**config.mk**
```make
export PLATFORM = sky130hd
export DESIGN_NAME = uart_tx_frame
export DESIGN_NICKNAME = d
export VERILOG_FILES = /design/src/rtl/uart_tx_frame.sv
export SDC_FILE = /design/constraint.sdc
export NUM_CORES = 1
export LEC_CHECK = 0
export CORE_UTILIZATION = 30
export CTS_CLUSTER_SIZE = 10
export DETAILED_ROUTE_END_ITERATION = 10
export DONT_BUFFER_PORTS = 1
export PLACE_DENSITY = 0.52
export SYNTH_ARGS = -nofsm -noshare
export SYNTH_HDL_FRONTEND = slang
export SYNTH_SLANG_ARGS = --single-unit
```
**constraint.sdc**
```tcl
create_clock -name CLK -period 2.22 [get_ports CLK]
set_clock_uncertainty 0.05 [all_clocks]
set_input_delay 0.222 -clock CLK [delete_from_list [all_inputs] [get_ports CLK]]
set_output_delay 0.222 -clock CLK [all_outputs]
set_load 0.02 [all_outputs]
```
**src/rtl/uart_tx_frame.sv**
```systemverilog
// UART transmitter: start bit, LSB-first data, optional parity, one stop bit,
// one bit per baud-rate clock. TX_OUT and Busy are driven straight from flops.
module uart_tx_frame #(
  parameter int unsigned DATA_WIDTH = 8
) (
  input  logic                  CLK,
  input  logic                  RST,
  input  logic [DATA_WIDTH-1:0] P_DATA,
  input  logic                  DATA_VALID,
  input  logic                  PAR_EN,
  input  logic                  PAR_TYP,
  output logic                  TX_OUT,
  output logic                  Busy
);

  localparam int unsigned CW = (DATA_WIDTH > 1) ? $clog2(DATA_WIDTH) : 1;
  localparam logic [CW-1:0] LAST_BIT = CW'(DATA_WIDTH - 1);

  typedef enum logic [2:0] {
    IDLE,
    START,
    DATA,
    PARITY,
    STOP
  } state_t;

  state_t                state, state_next;
  logic [CW-1:0]         bit_cnt, cnt_next, cnt_inc;
  logic [DATA_WIDTH-1:0] data_q;
  logic                  par_en_q;
  logic                  parity_q;
  logic                  load;
  logic                  tx_next;
  logic                  busy_next;

  // Next state, next bit counter and the line level for the state being
  // entered; the line level is registered so it lines up with the new state.
  always_comb begin
    state_next = state;
    cnt_next   = bit_cnt;
    tx_next    = 1'b1;
    load       = 1'b0;
    cnt_inc    = bit_cnt + CW'(1);
    case (state)
      IDLE: begin
        if (DATA_VALID) begin
          load       = 1'b1;
          state_next = START;
          tx_next    = 1'b0;
        end
      end
      START: begin
        state_next = DATA;
        cnt_next   = '0;
        tx_next    = data_q[0];
      end
      DATA: begin
        if (bit_cnt == LAST_BIT) begin
          cnt_next = '0;
          if (par_en_q) begin
            state_next = PARITY;
            tx_next    = parity_q;
          end else begin
            state_next = STOP;
            tx_next    = 1'b1;
          end
        end else begin
          cnt_next = cnt_inc;
          tx_next  = data_q[cnt_inc];
        end
      end
      PARITY: begin
        state_next = STOP;
        tx_next    = 1'b1;
      end
      STOP: begin
        state_next = IDLE;
        tx_next    = 1'b1;
      end
      default: begin
        state_next = IDLE;
        cnt_next   = '0;
        tx_next    = 1'b1;
      end
    endcase
    busy_next = (state_next != IDLE);
  end

  // State, bit counter and registered line outputs.
  always_ff @(posedge CLK or negedge RST) begin
    if (!RST) begin
      state   <= IDLE;
      bit_cnt <= '0;
      TX_OUT  <= 1'b1;
      Busy    <= 1'b0;
    end else begin
      state   <= state_next;
      bit_cnt <= cnt_next;
      TX_OUT  <= tx_next;
      Busy    <= busy_next;
    end
  end

  // Frame contents captured at acceptance so later input changes are ignored.
  always_ff @(posedge CLK or negedge RST) begin
    if (!RST) begin
      data_q   <= '0;
      par_en_q <= 1'b0;
      parity_q <= 1'b0;
    end else if (load) begin
      data_q   <= P_DATA;
      par_en_q <= PAR_EN;
      parity_q <= (^P_DATA) ^ PAR_TYP;
    end
  end

endmodule
```
==> results of run 1 <==
[routing by layer]
layer,part of all wire (%),vias to the layer above,global-route usage [%],wire length (um)
met2,42,21,16.0,694
li1,-,290,-,-
met5,0,-,0,0
met3,7.4,4,5.67,122
met1,48,283,14.7,793
met4,1.6,0,5.23,27
[kinds of logic after synthesis]
family / synth area share, %
buffers and inverters: 2.19
multiplexers: 19.1
flip-flops: 49.3
AND/OR/NAND/NOR: 9.43
adder cells (fa/ha/maj): 4.10
AO/OA/AOI/OAI: 7.65
XOR/XNOR: 8.20
[through the flow]
step	utilization (%)	setup WS [ps]	power, mW
after CTS	35.6	232	1.32
after global routing	37.4	139	1.41
after floorplan	-	373	1.01
final	37.4	226	1.31
after detailed placement	33.3	245	1.09
after global placement	33.3	315	1.09
[power by group]
part	leakage (nW)	switching, mW	internal [mW]
Clock	0.0210	0.105	0.100
Combinational	0.209	0.185	0.280
Sequential	0.218	0.155	0.486
[what timing repair did]
action	4_1_cts	5_1_grt
endpoints found under the hold margin	20	5
hold buffers	3	5
endpoints found under the setup margin	0	0
[cell usage after synthesis]
| cell type | instances | share of area (%) |
|---|---|---|
| a21oi_1 | 4 | 2.2 |
| a31oi_1 | 1 | 0.68 |
| and2_1 | 1 | 0.68 |
| buf_2 | 1 | 0.55 |
| clkbuf_1 | 2 | 0.82 |
| dfrtp_1 | 17 | 46 |
| dfstp_2 | 1 | 2.9 |
| ha_1 | 3 | 4.1 |
| inv_1 | 2 | 0.82 |
| mux2_2 | 10 | 12 |
| mux2i_1 | 1 | 1.1 |
| mux4_1 | 2 | 5.7 |
| nand2_1 | 6 | 2.5 |
| nand2b_1 | 1 | 0.68 |
| nand3_1 | 1 | 0.55 |
| nand3b_1 | 1 | 0.82 |
| nor2_1 | 4 | 1.6 |
| nor2b_1 | 1 | 0.68 |
| nor3_1 | 2 | 1.1 |
| nor3b_1 | 1 | 0.82 |
| o2111ai_1 | 1 | 0.96 |
| o21ai_0 | 4 | 2.2 |
| o22ai_1 | 1 | 0.68 |
| o31a_1 | 1 | 0.96 |
| xnor2_1 | 5 | 4.8 |
| xnor3_1 | 1 | 2.5 |
| xor2_1 | 1 | 0.96 |
[layout by cell type, fill, tap and decap left out, types with 3 or more instances in the layout]
cell,netlist,layout
dfrtp_1,17,17
mux2_2,10,10
dlygate4sd3_1,0,8
nand2_1,6,6
xnor2_1,5,5
a21oi_1,4,4
nor2_1,4,4
o21ai_0,4,4
ha_1,3,3
clkbuf_4,0,3
[critical path, cell delays in order, from the launching register on]
cell,delay (ps)
dfrtp_1,460
ha_1,250
ha_1,330
mux4_1,280
mux2_2,280
o2111ai_1,190
nand3_1,100
[flip-flops by register name (all words and copies together), names as in the netlist]
name      cells
data_q        8
bit_cnt       3
state         3
Busy          1
TX_OUT        1
par_en_q      1
parity_q      1
[how the worst max path moves through the flow]
stage / from / to / slack, ps / cells past startpoint
after CTS: bit_cnt[0] / TX_OUT / 230 / 6
after global placement: bit_cnt[0] / TX_OUT / 320 / 6
after floorplan: bit_cnt[0] / TX_OUT / 370 / 6
after global routing: bit_cnt[0] / TX_OUT / 140 / 6
final: bit_cnt[0] / TX_OUT / 230 / 6
after detailed placement: bit_cnt[0] / TX_OUT / 250 / 6
[area by class of cell]
class / count / area [um^2]
Multi-Input combinational cell: 53 / 444
Timing Repair Buffer: 8 / 80.1
Sequential cell: 18 / 452
Fill cell: 285 / 1770
Inverter: 2 / 7.51
Tap cell: 31 / 38.8
Clock buffer: 4 / 36.3
==> results.json, run 1 <==
{
  "status": "complete, but fails checks",
  "violations": "design-rule violations",
  "grt_overflow": 0,
  "synth_cells": 76,
  "wl_um": 1640,
  "vias_per_cell": 5.16,
  "netlist_area_um2": 916,
  "drtAntennaViolNets": 0,
  "gp_congestion": 0.769,
  "clkLatencyLatePin_ps": 300,
  "dp.cells": 104,
  "grt_usage_pct": 11.4,
  "hp-class": "input port to register",
  "numCtsBuffers": 3,
  "grt_pass1_vias": 571,
  "crit-reg2reg-launch": "bit_cnt[0]",
  "worstMarginPinSlew_ps": 787,
  "r2r_end": "TX_OUT",
  "boundaryPins": 15,
  "num_antenna_cells": 0,
  "dieArea_um2": 3280,
  "start_util_pct": 32.4,
  "htree_levels": 1,
  "ys_seq_area_share_pct": 49.3,
  "num_vias": 598,
  "drc_errors": 2,
  "grt_pass1_wl_um": 2670,
  "hp-start": "P_DATA[0]",
  "final.period_utilization_pct": 89.8,
  "clkTransAtPathRegs_ps": 110,
  "maxSlewViolCount": 0,
  "max_freq_mhz": 502,
  "syn2layout_area_growth_pct": 15.6,
  "hold_path_depth": 1,
  "postLayoutCellArea_um2": 1060,
  "post_dp_cell_area_um2": 942,
  "tritoncts": "built",
  "r2r_cells": 6,
  "min_to": "data_q[0]",
  "grt_setup_unrepaired": "false",
  "routedWlPerCell_um": 14.1,
  "critPathArrivalTime_ps": 2180,
  "synth_cell_type_count": 27,
  "avgSynthCellArea_um2": 12.1,
  "powerDensity_nw_per_um2": 1240,
  "portBuffers": 0,
  "synth.net_count": 92,
  "drtIter0Drc": 17,
  "crit_required_ps": 2400,
  "grt_max_degree": 19,
  "cts_num_sinks": 18,
  "p_leak_nw": 0.447,
  "hold_viol": 0,
  "yosys_warnings": 0,
  "fin_setup_tns_ps": 0,
  "post_cts_buffers": 0,
  "holdWs_ps": 18.4,
  "crit_fanout": 6,
  "setup_violations": 0,
  "crit_type": "register to register",
  "synth-seq-cells": 18,
  "drv_cap": 0,
  "dp_hpwl_um": 1180,
  "fp.dieW_um": 57.3,
  "crit_path_start_kind": "register",
  "drtPass1Iterations": 7,
  "cp-end-kind": "register",
  "ctsResizeCount": 0,
  "drive_above_1_share_pct": 17.6,
  "fin_crit_ps": 1990,
  "antenna_found_initial": 0,
  "rows": 19,
  "cts_max_path_buffers": 2,
  "reg2reg_slack_ps": 230,
  "root_buffer": "clkbuf_4",
  "core_um2": 2830,
  "vdd_drop_max_mv": 0.477,
  "nNetsFinal": 102,
  "die_h_um": 57.3,
  "layout.cells.non_filler": 116,
  "slew_headroom_pct": 47.4
}
(Power assumes the default switching activity.)
==> run 2: changes to the inputs <==
--- a/config.mk
+++ b/config.mk
@@ -5,6 +5,7 @@
 export SDC_FILE = /design/constraint.sdc
 export NUM_CORES = 1
 export LEC_CHECK = 0
+export CORE_MARGIN = 1.5
 export CORE_UTILIZATION = 30
 export CTS_CLUSTER_SIZE = 10
 export DETAILED_ROUTE_END_ITERATION = 10
==> constraint.sdc (replaced) <==
create_clock -name CLK -period 2.3 [get_ports CLK]
set_clock_uncertainty 0.05 [all_clocks]
set_input_delay 0.23 -clock CLK [delete_from_list [all_inputs] [get_ports CLK]]
set_output_delay 0.23 -clock CLK [all_outputs]
set_load 0.02 [all_outputs]
==> run 2 against run 1 <==
  * The run still ends with design-rule violations left
  * Highest routed layer unchanged
  * Worst hold slack improved by 11 ps
  * Routed wire length fell by 3.2%
  * Critical path depth did not move
  * Clock-buffer cell count did not move
  * Sequential share of layout area rose by 2.1 points
  * Global-route usage fell by 0.51 points
  * Flip-flop and latch count did not move
  * Power fell by 5.2%
  * Non-clock buffer count fell by 5
  * First-iteration DRC count fell by 53%
  * Critical path type unchanged
==> results.json, run 2 (synthesis results as in run 1) <==
{
  "status": "complete, but fails checks",
  "violations": "design-rule violations",
  "grt_pass1_vias": 583,
  "htree_levels": 1,
  "drive_above_1_share_pct": 18.8,
  "grt_max_degree": 19,
  "drtPass1Iterations": 9,
  "boundaryPins": 15,
  "nNetsFinal": 97,
  "grt_setup_unrepaired": "false",
  "ctsResizeCount": 0,
  "maxSlewViolCount": 0,
  "wl_um": 1590,
  "worstMarginPinSlew_ps": 827,
  "vias_per_cell": 5.05,
  "holdWs_ps": 29.9,
  "grt_pass1_wl_um": 2680,
  "grt_overflow": 0,
  "tritoncts": "built",
  "post-place-ws_ps": 323,
  "die_h_um": 58.3,
  "antenna_found_initial": 0,
  "largest_reg_flops": 8,
  "post_cts_buffers": 0,
  "crit_type": "register to register",
  "num_antenna_cells": 0,
  "dp_hpwl_um": 1170,
  "portBuffers": 0,
  "drtAntennaViolNets": 0,
  "gp_congestion": 0.761,
  "reg_top3": "data_q x8, bit_cnt x3, state x3",
  "hp-class": "input port to register",
  "fp.dieW_um": 58.3,
  "layout_commonest_cell": "dfrtp_1",
  "cts_max_path_buffers": 2,
  "grt_usage_pct": 10.9,
  "critPathArrivalTime_ps": 2180,
  "start_util_pct": 32.4,
  "fin_setup_tns_ps": 0,
  "final.period_utilization_pct": 87.2,
  "drv_cap": 0,
  "clkTransAtPathRegs_ps": 100,
  "hold_viol": 0,
  "fin_crit_ps": 2010,
  "drc_errors": 2,
  "vdd_drop_max_mv": 0.529,
  "layout.cells.non_filler": 111,
  "cp-end-kind": "register",
  "max_freq_mhz": 499,
  "setup_violations": 0,
  "holdBufCountCts": 3,
  "layout_common_cells": "dfrtp_1 (17), mux2_2 (10), nand2_1 (6)",
  "powerDensity_nw_per_um2": 1230,
  "num_vias": 561,
  "root_buffer": "clkbuf_4",
  "crit_path_start_kind": "register",
  "numCtsBuffers": 3,
  "drtIter0Drc": 8,
  "dp.cells": 104,
  "cts_num_sinks": 18,
  "crit_required_ps": 2480,
  "core_um2": 2830,
  "p_leak_nw": 0.426,
  "routedWlPerCell_um": 14.3,
  "crit_fanout": 6,
  "clkLatencyLatePin_ps": 290,
  "syn2layout_area_growth_pct": 10.1,
  "slew_headroom_pct": 44.7,
  "dieArea_um2": 3390,
  "layout_setup_ws_ps": 294,
  "regMostFlops": "data_q",
  "rows": 19,
  "total_power_mw": 1.24
}
[run 2: final cells by class]
type | count | area [um^2]
Inverter | 2 | 7.51
Tap cell | 31 | 38.8
Sequential cell | 18 | 452
Clock buffer | 4 | 36.3
Fill cell | 287 | 1820
Multi-Input combinational cell | 53 | 444
Timing Repair Buffer | 3 | 30.0
[run 2: per-stage QoR]
step / instance area (um^2) / util (%)
finish: 1010 / 35.6
global route: 1010 / 35.6
CTS: 1010 / 35.6
detailed placement: 942 / 33.3
global placement: 942 / 33.3
floorplan: 916 / -
[run 2: worst max-delay path, stage by stage, from the launching register on]
cell and delay, ps:
dfrtp_1 460, ha_1 250, ha_1 330, mux4_1 290, mux2_2 280, o2111ai_1 180
nand3_1 100
[run 2: path summary, 6_finish.rpt]
path / from / endpoint / slack, ps / cells after the start
max: bit_cnt[0] / TX_OUT / 290 / 6
min: P_DATA[7] / data_q[7] / 30 / 1
max reg2reg: bit_cnt[0] / TX_OUT / 290 / 6
min reg2reg: state[2] / state[1] / 430 / 1
max in group asynchronous: RST / data_q[6] / 1270 / 1
min in group asynchronous: RST / bit_cnt[2] / 420 / 1
[run 2: per-layer routing]
layer	part of all wire, %	vias up	global-route usage (%)
li1	-	275	-
met1	48	266	14.2
met2	45	18	15.9
met3	6.6	2	4.91
met4	1.2	0	3.99
met5	0	-	0
[run 2: report_power, final]
group	switching (mW)	internal [mW]	total, mW
Sequential	0.146	0.469	0.615
Combinational	0.171	0.264	0.435
Clock	0.0978	0.0965	0.194
==> run 3: changes to the inputs <==
--- a/config.mk
+++ b/config.mk
@@ -5,12 +5,13 @@
 export SDC_FILE = /design/constraint.sdc
 export NUM_CORES = 1
 export LEC_CHECK = 0
-export CORE_MARGIN = 1.5
+export CORE_MARGIN = 4
 export CORE_UTILIZATION = 30
 export CTS_CLUSTER_SIZE = 10
 export DETAILED_ROUTE_END_ITERATION = 10
 export DONT_BUFFER_PORTS = 1
 export PLACE_DENSITY = 0.52
+export SKIP_CTS_REPAIR_TIMING = 1
 export SYNTH_ARGS = -nofsm -noshare
 export SYNTH_HDL_FRONTEND = slang
 export SYNTH_SLANG_ARGS = --single-unit
==> run 3 against run 2 <==
  * The run now ends clean
  * Core utilization is the same
  * Critical endpoint unchanged
  * Die area grew 18%
  * Register-to-register slack lost 20 ps
  * Largest power group unchanged
  * Final cell count is the same
  * Sequential power grew 0.8%
  * Setup slack lost 17 ps
  * First-iteration DRC count grew 25%
  * Critical path type unchanged
==> results.json, run 3 (synthesis results as in run 1) <==
{
  "status": "finished, final reports clean",
  "tritoncts": "built",
  "grt_usage_pct": 9.02,
  "layout_commonest_cell": "dfrtp_1",
  "hold_viol": 0,
  "cp-end-kind": "register",
  "wl_um": 1670,
  "drtPass1Iterations": 2,
  "die_h_um": 63.3,
  "max_freq_mhz": 494,
  "drtIter0Drc": 10,
  "drive_above_1_share_pct": 18.8,
  "clkLatencyLatePin_ps": 300,
  "fillerInstances": 281,
  "crit_fanout": 6,
  "final.period_utilization_pct": 87.9,
  "crit_buf_inv": 0,
  "path_cells": "ha_1, ha_1, mux4_1, mux2_2, o2111ai_1, nand3_1",
  "crit_required_ps": 2480,
  "critPathArrivalTime_ps": 2200,
  "portBuffers": 0,
  "crit_type": "register to register",
  "regMostFlops": "data_q",
  "met2_length_um": 735,
  "drtAntennaViolNets": 0,
  "route.met3.wl_um": 99,
  "finish.utilization_pct": 35.6,
  "met1_length_um": 819,
  "root_buffer": "clkbuf_4",
  "reg_top3": "data_q x8, bit_cnt x3, state x3",
  "largest_reg_flops": 8,
  "core_um2": 2830,
  "htree_levels": 1,
  "routedWlPerCell_um": 15.0,
  "crit_slowest_cell": "dfrtp_1",
  "critPathMaxStageDelay_ps": 470,
  "vias_per_cell": 5.12,
  "cts_max_path_buffers": 2,
  "cts_num_sinks": 18,
  "worstMarginPinSlew_ps": 803,
  "syn2layout_area_growth_pct": 10.1,
  "numCtsBuffers": 3,
  "maxSlewViolCount": 0,
  "boundaryPins": 15,
  "slew_headroom_pct": 46.3,
  "grt_pass1_vias": 579,
  "num_vias": 568,
  "dieArea_um2": 4000,
  "grt_overflow": 0,
  "powerDensity_nw_per_um2": 1250,
  "fin_crit_ps": 2020,
  "p_leak_nw": 0.426,
  "num_antenna_cells": 0,
  "fp.dieW_um": 63.3,
  "crit_top_cell": "ha_1",
  "drc_errors": 0,
  "crit_family": "adder cells",
  "top_layer_used": "met4",
  "layout_common_cells": "dfrtp_1 (17), mux2_2 (10), nand2_1 (6)",
  "gp_congestion": 0.772,
  "drv_cap": 0,
  "clkTransAtPathRegs_ps": 110,
  "grt_max_degree": 19,
  "crit_path_start_kind": "register",
  "start_util_pct": 32.4,
  "grt_pass1_wl_um": 2800,
  "nNetsFinal": 97,
  "setup_violations": 0,
  "antenna_found_initial": 0,
  "grt_setup_unrepaired": "false",
  "rows": 19,
  "vdd_drop_max_mv": 0.472,
  "dp_hpwl_um": 1260,
  "fin_setup_tns_ps": 0,
  "hp-class": "input port to register"
}
-- run 3: worst paths after layout --
check	startpoint	to	slack (ps)	cells after the start
max in group asynchronous	RST	par_en_q	1300	1
min in group asynchronous	RST	state[1]	400	1
worst max-delay path	bit_cnt[0]	TX_OUT	280	6
worst min register to register	state[2]	state[1]	430	1
worst max register to register	bit_cnt[0]	TX_OUT	280	6
worst min-delay path	P_DATA[4]	data_q[4]	30	1
-- run 3: metal layers --
metal  up-vias  global-route usage (%)
met5         -                       0
met4         0                    1.62
met3         2                    4.80
met1       272                    12.3
li1        281                       -
met2        13                    12.8
-- run 3: final cells by class --
cell class / count / area [um^2] / area share, %
repair buffers: 3 / 30.0 / 2.98
clock buffers: 4 / 36.3 / 3.60
well taps: 31 / 38.8 / 3.85
inverters: 2 / 7.51 / 0.744
flip-flops and latches: 18 / 452 / 44.8
multi-input cells: 53 / 444 / 44.0
-- run 3: through the flow --
stage	cell area [um^2]	hold WS, ps	worst slack, ps	cells	total power, mW
4_1_cts	978	-456	272	108	1.27
5_1_grt	1010	0.0408	185	111	1.36
6_report	1010	25.4	277	111	1.26
2_1_floorplan	916	-116	453	76	0.971
3_3_place_gp	942	-115	387	104	1.06
3_5_place_dp	942	-115	302	104	1.07
-- run 3: report_power, final --
group          switching, mW  total [mW]  internal (mW)
Combinational          0.177       0.441          0.264
Clock                  0.103       0.200         0.0966
Sequential             0.151       0.620          0.469
-- run 3: worst reg2reg max path, stage by stage, from the launching register on --
cell and delay [ps]:
dfrtp_1 470, ha_1 260, ha_1 330, mux4_1 290, mux2_2 280, o2111ai_1 180, nand3_1 110
